===== src/rtl/relu_execution.sv =====
// ReLU execution stage: streams tiles from a source buffer, applies element-wise ReLU and writes them to a destination buffer.
// Optional output saturation at CLAMP_MAX is enabled by defining RELU_CLAMP_EN.
module relu_execution #(
  parameter int unsigned DATA_WIDTH = 8,
  parameter int unsigned TILE_WIDTH = 256,
  parameter int unsigned TILE_ELEMS = TILE_WIDTH / DATA_WIDTH,
  parameter int          CLAMP_MAX  = 127
) (
  input  logic                  clk,
  input  logic                  rst,
  input  logic                  start,
  input  logic [4:0]            src_buffer_id,
  input  logic [4:0]            dest_buffer_id,
  input  logic [9:0]            length,
  output logic                  done,
  output logic                  vec_read_enable,
  output logic [4:0]            vec_read_buffer_id,
  input  logic [TILE_WIDTH-1:0] vec_read_tile,
  input  logic                  vec_read_valid,
  output logic                  vec_write_enable,
  output logic [4:0]            vec_write_buffer_id,
  output logic [TILE_WIDTH-1:0] vec_write_tile
);

  localparam int unsigned CNT_W = 11;

  typedef enum logic [2:0] {
    S_IDLE,
    S_READ_REQ,
    S_WAIT_READ,
    S_WRITE,
    S_COMPLETE
  } state_t;

  state_t                state_q;
  logic [4:0]            src_id_q;
  logic [4:0]            dest_id_q;
  logic [9:0]            length_q;
  logic [CNT_W-1:0]      total_tiles_q;
  logic [CNT_W-1:0]      tile_count_q;
  logic                  rd_en_q;
  logic                  wr_en_q;
  logic                  done_q;
  logic [TILE_WIDTH-1:0] wr_tile_q;
  logic [TILE_WIDTH-1:0] wr_tile_d;
  logic [CNT_W-1:0]      elem_base;

`ifdef RELU_CLAMP_EN
  localparam logic signed [DATA_WIDTH-1:0] CLAMP_V = DATA_WIDTH'(CLAMP_MAX);
`endif

  function automatic logic [DATA_WIDTH-1:0] relu_lane(input logic [DATA_WIDTH-1:0] x);
    if (x[DATA_WIDTH-1]) return '0;
`ifdef RELU_CLAMP_EN
    if ($signed(x) > CLAMP_V) return CLAMP_V;
`endif
    return x;
  endfunction

  assign elem_base = CNT_W'(tile_count_q * TILE_ELEMS);

  // Lanes past the end of the vector are zeroed so the tail tile never leaks stale data.
  always_comb begin
    wr_tile_d = '0;
    for (int unsigned i = 0; i < TILE_ELEMS; i++) begin
      if ((elem_base + CNT_W'(i)) < {1'b0, length_q}) begin
        wr_tile_d[i*DATA_WIDTH +: DATA_WIDTH] = relu_lane(vec_read_tile[i*DATA_WIDTH +: DATA_WIDTH]);
      end
    end
  end

  always_ff @(posedge clk or posedge rst) begin
    if (rst) begin
      state_q       <= S_IDLE;
      src_id_q      <= '0;
      dest_id_q     <= '0;
      length_q      <= '0;
      total_tiles_q <= '0;
      tile_count_q  <= '0;
      rd_en_q       <= 1'b0;
      wr_en_q       <= 1'b0;
      done_q        <= 1'b0;
      wr_tile_q     <= '0;
    end else begin
      rd_en_q <= 1'b0;
      wr_en_q <= 1'b0;
      done_q  <= 1'b0;
      case (state_q)
        S_IDLE: begin
          if (start) begin
            src_id_q      <= src_buffer_id;
            dest_id_q     <= dest_buffer_id;
            length_q      <= length;
            total_tiles_q <= CNT_W'((32'(length) + TILE_ELEMS - 1) / TILE_ELEMS);
            tile_count_q  <= '0;
            if (length == '0) begin
              state_q <= S_COMPLETE;
            end else begin
              rd_en_q <= 1'b1;
              state_q <= S_READ_REQ;
            end
          end
        end
        S_READ_REQ: begin
          state_q <= S_WAIT_READ;
        end
        S_WAIT_READ: begin
          if (vec_read_valid) begin
            wr_tile_q <= wr_tile_d;
            wr_en_q   <= 1'b1;
            state_q   <= S_WRITE;
          end
        end
        S_WRITE: begin
          tile_count_q <= tile_count_q + CNT_W'(1);
          if ((tile_count_q + CNT_W'(1)) >= total_tiles_q) begin
            done_q  <= 1'b1;
            state_q <= S_COMPLETE;
          end else begin
            rd_en_q <= 1'b1;
            state_q <= S_READ_REQ;
          end
        end
        S_COMPLETE: begin
          // Arriving from WRITE, done is already high; the zero-length path raises it here instead.
          if (done_q) begin
            state_q <= S_IDLE;
          end else begin
            done_q <= 1'b1;
          end
        end
        default: state_q <= S_IDLE;
      endcase
    end
  end

  assign done                = done_q;
  assign vec_read_enable     = rd_en_q;
  assign vec_read_buffer_id  = src_id_q;
  assign vec_write_enable    = wr_en_q;
  assign vec_write_buffer_id = dest_id_q;
  assign vec_write_tile      = wr_tile_q;

endmodule


===== config.mk =====
export PLATFORM = sky130hd
export DESIGN_NAME = relu_execution
export DESIGN_NICKNAME = d
export VERILOG_FILES = /design/src/rtl/relu_execution.sv
export SDC_FILE = /design/constraint.sdc
export NUM_CORES = 1
export LEC_CHECK = 0
export BUFFER_PORTS_ARGS = -buffer_cell sky130_fd_sc_hd__clkbuf_2
export CAP_MARGIN = 0
export CELL_PAD_IN_SITES_DETAIL_PLACEMENT = 0
export CELL_PAD_IN_SITES_GLOBAL_PLACEMENT = 1
export CORE_AREA = 2 2 212 214
export DETAILED_ROUTE_END_ITERATION = 8
export DIE_AREA = 0 0 214 216
export PLACE_DENSITY_LB_ADDON = 0.15
export SLEW_MARGIN = 10
export SYNTH_ARGS = -nofsm -noshare
export SYNTH_HDL_FRONTEND = slang
export SYNTH_SLANG_ARGS = --single-unit
export TNS_END_PERCENT = 100

===== constraint.sdc =====
create_clock -name clk -period 8.9 [get_ports clk]
set_input_delay 1.78 -clock clk [delete_from_list [all_inputs] [get_ports clk]]
set_output_delay 1.78 -clock clk [all_outputs]
set_load 0.005 [all_outputs]

==> out/qor.csv, run 1 <==
stage,metric,value,unit
power,Sw Ratio,0.345,
cts,post-cts sizing count,0,
timing,Final setup viols,0,
worst_setup_path,worst r2r dst,vec_write_tile[141],
power,Net Sw Power,1.71,mW
hold_path,HP Start,vec_read_buffer_id[1],
global_route,pin count of the biggest net entering global routing,148,
floorplanning,Die Area,46200,µm²
power,internal power,3.23,mW
floorplanning,Die Height,216,µm
power,Gate power share,0.331,
yosys,Gate Count Post-Synth,818,
worst_setup_path,r2r startpoint,state_q[2],
global_route,all-layer global routing usage,0.179,
hold_path,Hold Crit Class,reg -> reg,
timing,fin crit period,3.81,ns
timing,Setup TNS,0,ns
routing,Vias/cell,4.51,
cts,Max H-tree Level,2,
worst_setup_path,CP Capture Point,vec_write_tile[141],
worst_setup_path,Setup CP Type,in -> reg,
power,VDD IR max,0.000117,V
routing,1st-iter DRT viols,508,
routing,DRC viols,0,
cts,total CTS buffers,34,
worst_setup_path,CP max stage delay,0.62,ns
global_route,vias in the first global route,9150,
layout,nets@finish,1626,
cts,CTS tree,done,
worst_setup_path,worst path cell trace,clkbuf_2 > nand3_4 > inv_2 > o21ai_1 > or2_2 > buf_4 > a2111oi_4 > a22o_1,
worst_setup_path,CP endpoint kind,register,
power,clock power share,0.286,
timing,hold slack,0.473,ns
timing,Final Skew,0.0149,ns
worst_setup_path,crit path launch,vec_read_valid,
cts,maximum buffer depth of the clock tree,3,
worst_setup_path,number of buffer and inverter stages on the critical path,3,
timing,RSZ-0062 raised after global routing,no,
worst_setup_path,CP Max Fanout,57,
yosys,"flops & latches, synth",267,
global_route,initial antenna violation count,7,
timing,final hold viol count,0,
cts,worst skew pair latency,0.53,ns
worst_setup_path,Top Family by Delay on Critical Path,compound AO/OA/AOI/OAI gates,
layout,"Area growth, synth to finish",38.8,%
global_route,GRT overflow,0,
worst_setup_path,R2R setup slack,5.79,ns
routing,drt first pass iters,4,
cts,clk root buf,clkbuf_16,
placement,GPL Wtd Cong,0.817,
global_route,first-pass GRT wire length,62.5,mm
routing,DR WL/cell,21.6,µm
yosys,Area contributors post-synth,"dfrtp_1 61%, a22o_1 18%, a211oi_4 3.8%, buf_4 2.4%, nand2_1 2.2%",
floorplanning,I/O pin cnt,549,
floorplanning,initial core utilization,0.251,
floorplanning,Core Rows,77,
worst_setup_path,CP Depth,8,
routing,via count,8816,
yosys,leading area contributor after synthesis,dfrtp_1,
yosys,ys async rst share,1.00,
floorplanning,Die Width,214,µm
routing,DRT Wirelength,42.2,mm
yosys,Post-synth top flop,dfrtp_1,
yosys,mapped cell area,11000,µm²
cts,CTS sink count,267,
yosys,Yosys warnings,0,
power,Final Power,4.94,mW
worst_setup_path,slowest cell on the critical path,a2111oi_4,
timing,Relative slew margins,0.319,
worst_setup_path,R2R depth,8,
worst_setup_path,CP arrival,4.27,ns
yosys,number of synthesized flops with an enable pin,0,
placement,IO Port Bufs,516,
timing,Fmax,263,MHz
yosys,"Distinct cells, synth",57,
timing,final worst-path cycle share,0.428,
cts,"Clk pin slew, worst setup/hold paths",0.06,ns
worst_setup_path,Critical Path Start Type,input pin,
cts,hold buffers post-CTS,0,
floorplanning,Core ar.,43800,µm²
cts,Post-CTS Setup Inserts,0,
power,power density over the cells,323,nW/µm²
yosys,Syn Area/Cell,13.5,µm²
worst_setup_path,CP required,9.36,ns
power,Reg power frac,0.383,
timing,worst slew pin tran,1.01,ns
placement,DPL Wire Length,31.8,mm
layout,share of cells above drive strength 1,0.456,
yosys,post-synth top area share,0.607,
run,total of max-cap violations,0,
yosys,post-synthesis sequential area ratio,0.607,
run_status,status,"finished, final reports clean",
timing,Pins Over Slew Limit,0,
power,P_leak,7.88,nW
routing,Routed Antenna Nets,0,
layout by cell type, fill, tap and decap left out, drive strengths merged, types with 2 or more instances in the layout:
master,n
and2,3
conb,32
clkbuf,571
a211oi,22
a21o,2
a2111oi,6
o21ai,25
a22o,228
nor3,8
nand2b,3
ha,13
nand2,65
xor2,6
bufinv,2
and3,2
nor2,14
o21a,2
xnor2,6
buf,9
clkinv,3
or2,2
nor3b,2
inv,15
nand4,8
nand3,8
and4,3
o22ai,3
a211o,2
o31ai,2
dfrtp,267
diode,4
a21oi,8
synthesized netlist by cell type (all sizes together), types with 8 or more instances:
cell    instances
a211oi         22
a21oi           8
a22o          228
buf            39
clkbuf         38
dfrtp         267
ha             13
inv            16
nand2          65
nand3           8
nand4           8
nor2           14
nor3            8
o21ai          25
cells by family (layout without fill, tap and decap cells):
| logic type | Yosys count | count (layout) | synth area share |
|---|---|---|---|
| xor gates and xnor gates | 12 | 12 | 0.00954 |
| AOI/OAI and AO/OA | 307 | 307 | 0.263 |
| buffers and inverters | 93 | 601 | 0.0445 |
| other | 1 | 36 | 0.000340 |
| adders and majority gates | 13 | 13 | 0.0148 |
| and+or+nand+nor | 125 | 125 | 0.0612 |
| DFF | 267 | 267 | 0.607 |
through the flow:
step / std cells / setup slack (ns) / utilization / area [µm²]
5_1_grt: 1951 / 4.86 / 0.349 / 15300
3_3_place_gp: 1889 / 4.46 / 0.322 / 14100
6_report: 1953 / 5.09 / 0.349 / 15300
4_1_cts: 1949 / 5.01 / 0.348 / 15300
2_1_floorplan: 849 / 3.59 / - / 11100
3_5_place_dp: 1889 / 4.45 / 0.322 / 14100
layer usage:
layer / up-vias / global-route usage / wire length (µm)
li1: 4071 / - / -
met1: 4299 / 0.226 / 17700
met2: 380 / 0.289 / 19900
met3: 60 / 0.0595 / 3630
met4: 6 / 0.0604 / 960
met5: - / 0 / 38
power groups by stage:
stage | sequential (mW) | clock, mW | combinational, mW
floorplan | 1.88 | 0 | 0.928
global placement | 1.91 | 0 | 1.67
detailed placement | 1.91 | 0 | 1.68
CTS | 1.90 | 1.46 | 1.69
global route | 1.95 | 1.51 | 1.81
finish | 1.89 | 1.41 | 1.64
area by class of cell:
cell class              instances  area (µm²)
well taps                     592         741
clock inverters                 5        78.8
clock buffers                  55        1060
diodes                          4        10.0
repair buffers                525        2660
fillers                      4507       28600
flip-flops and latches        267        6680
multi-input cells             489        3980
inverters                      16        63.8
registers in the layout (all words and copies together) (netlist names):
| name | count |
|---|---|
| total_tiles_q | 6 |
| done | 1 |
| vec_read_buffer_id | 5 |
| state_q | 3 |
| vec_write_tile | 224 |
| tile_count_q | 11 |
| vec_write_buffer_id | 5 |
| vec_write_enable | 1 |
| length_q | 10 |
| vec_read_enable | 1 |
worst min-delay path, stage by stage (launching register included):
cell	delay, ns
dfrtp_1	0.34
nand2_1	0.05
nand2_1	0.05
worst min path at each step:
stage                             end  slack (ns)  cells past startpoint
3_5_place_dp    vec_read_buffer_id[2]        0.47                      2
5_1_grt         vec_read_buffer_id[3]        0.51                      2
6_report        vec_read_buffer_id[1]        0.47                      2
3_3_place_gp   vec_write_buffer_id[3]        0.46                      2
4_1_cts         vec_read_buffer_id[2]        0.48                      2
2_1_floorplan        total_tiles_q[1]        0.45                      2
(Power assumes the default switching activity.)
==> inputs of run 2 (changes only) <==
==> constraint.sdc (replaced) <==
create_clock -name clk -period 3.5 [get_ports clk]
set_input_delay 0.7 -clock clk [delete_from_list [all_inputs] [get_ports clk]]
set_output_delay 0.7 -clock clk [all_outputs]
set_load 0.005 [all_outputs]
==> run 2 against run 1 <==
Net effect: design area rose by 0.51%; critical endpoint is now vec_write_tile[46]; critical path type is now reg -> reg; die area did not move; setup slack got worse by 4.5 ns; largest power group unchanged.
==> out/qor.csv, run 2 (same netlist as run 1, synthesis figures left out) <==
stage,metric,value,unit
worst_setup_path,R2R depth,7,
cts,maximum buffer depth of the clock tree,3,
power,Final Power,12.4,mW
layout,most frequent cells in the layout,"516 x clkbuf_2, 267 x dfrtp_1, 228 x a22o_1",
routing,drt first pass iters,4,
timing,final worst-path cycle share,0.824,
run_status,status,"finished, final reports clean",
timing,worst slew pin tran,0.959,ns
power,P_leak,7.92,nW
routing,DRC viols,0,
timing,RSZ-0062 raised after global routing,no,
cts,worst skew pair latency,0.56,ns
cts,"Clk pin slew, worst setup/hold paths",0.06,ns
timing,Final Skew,0.0118,ns
worst_setup_path,CP Max Fanout,15,
cts,Max H-tree Level,1,
layout,"Area growth, synth to finish",39.5,%
cts,post-cts sizing count,0,
routing,DRT Wirelength,42.0,mm
cts,Post-CTS Setup Inserts,0,
global_route,GRT overflow,0,
global_route,all-layer global routing usage,0.176,
cts,hold buffers post-CTS,0,
layout,max FFs per register,224,
placement,placed inst area,14300,µm²
timing,fin crit period,2.88,ns
floorplanning,Die Width,214,µm
cts,total CTS buffers,31,
worst_setup_path,CP required,3.99,ns
floorplanning,Die Area,46200,µm²
timing,Relative slew margins,0.361,
worst_setup_path,CP endpoint kind,register,
worst_setup_path,CP arrival,3.37,ns
layout,"Core Util, Final",0.350,
timing,Final setup viols,0,
timing,Fmax,347,MHz
global_route,vias in the first global route,9110,
routing,via count,8884,
global_route,initial antenna violation count,5,
power,VDD IR max,0.000376,V
floorplanning,Die Height,216,µm
global_route,pin count of the biggest net entering global routing,226,
timing,final hold viol count,0,
routing,Routed Antenna Nets,0,
floorplanning,I/O pin cnt,549,
cts,CTS sink count,267,
placement,GPL Wtd Cong,0.813,
layout,nets@finish,1635,
placement,IO Port Bufs,516,
layout,design area,15400,µm²
timing,Setup TNS,0,ns
layout,layout filler cell count,4497,
worst_setup_path,Critical Path Start Type,register,
routing,DR WL/cell,21.5,µm
routing,1st-iter DRT viols,590,
cts,CTS tree,done,
timing,Pins Over Slew Limit,0,
layout,"most common cell after layout, fill and taps aside",clkbuf_2,
worst_setup_path,R2R setup slack,0.62,ns
routing,Vias/cell,4.54,
power,power density over the cells,810,nW/µm²
floorplanning,initial core utilization,0.251,
run,total of max-cap violations,0,
placement,DPL Wire Length,31.7,mm
cts,clk root buf,clkbuf_16,
global_route,first-pass GRT wire length,61.8,mm
hold_path,Hold Crit Class,in -> async,
floorplanning,Core Rows,77,
worst_setup_path,Setup CP Type,reg -> reg,
layout,share of cells above drive strength 1,0.461,
floorplanning,Core ar.,43800,µm²
run 2: cell types whose count changed in the layout (fill, tap and decap cells not counted), sizes merged:
cell	change
clkinv	-1
bufinv	+2
buf	+12
clkbuf	-8
clkinvlp	+1
diode	-3
run 2: stage by stage:
stage | worst slack (ns) | hold slack, ns | std cells
after floorplan | -0.725 | 0.450 | 849
final | 0.617 | 0.175 | 1956
after global routing | 0.454 | 0.185 | 1955
after global placement | 0.664 | 0.462 | 1900
after detailed placement | 0.595 | 0.469 | 1900
after CTS | 0.565 | 0.149 | 1954
run 2: routing by layer:
layer,wire [µm],track usage,vias up
met5,31,0,-
met4,748,0.0417,6
met3,3360,0.0551,48
met2,20400,0.291,348
met1,17500,0.223,4409
li1,-,-,4073
run 2: cell type report:
cell class              instances  area, µm²  share of cell area
diodes                          1       2.50            0.000163
clock buffers                  47        926              0.0603
clock inverters                 7        141             0.00920
inverters                      16       63.8             0.00415
multi-input cells             489       3980               0.259
flip-flops and latches        267       6680               0.435
well taps                     592        741              0.0482
repair buffers                537       2820               0.184
run 2: worst paths after layout:
kind                                             from                     end
worst max-delay path                  tile_count_q[3]      vec_write_tile[46]
worst min-delay path                              rst     vec_write_tile[244]
worst max register to register        tile_count_q[3]      vec_write_tile[46]
worst min register to register  vec_read_buffer_id[0]   vec_read_buffer_id[0]
max in group asynchronous                         rst      vec_write_tile[99]
min in group clk                    dest_buffer_id[4]  vec_write_buffer_id[4]
run 2: where the power goes:
group | internal [mW] | total [mW] | switching (mW) | leakage (nW)
Clock | 2.10 | 3.40 | 1.30 | 0.520
Sequential | 4.11 | 4.78 | 0.666 | 3.50
Combinational | 1.96 | 4.27 | 2.31 | 3.90
run 2: worst max-delay path, cell delays in order (launching register included):
cell and delay (ns):
dfrtp_1 0.44, ha_1 0.33, a21o_1 0.17, a211o_1 0.32
or2_2 0.58, buf_4 0.32, a211oi_4 0.42, a22o_1 0.20
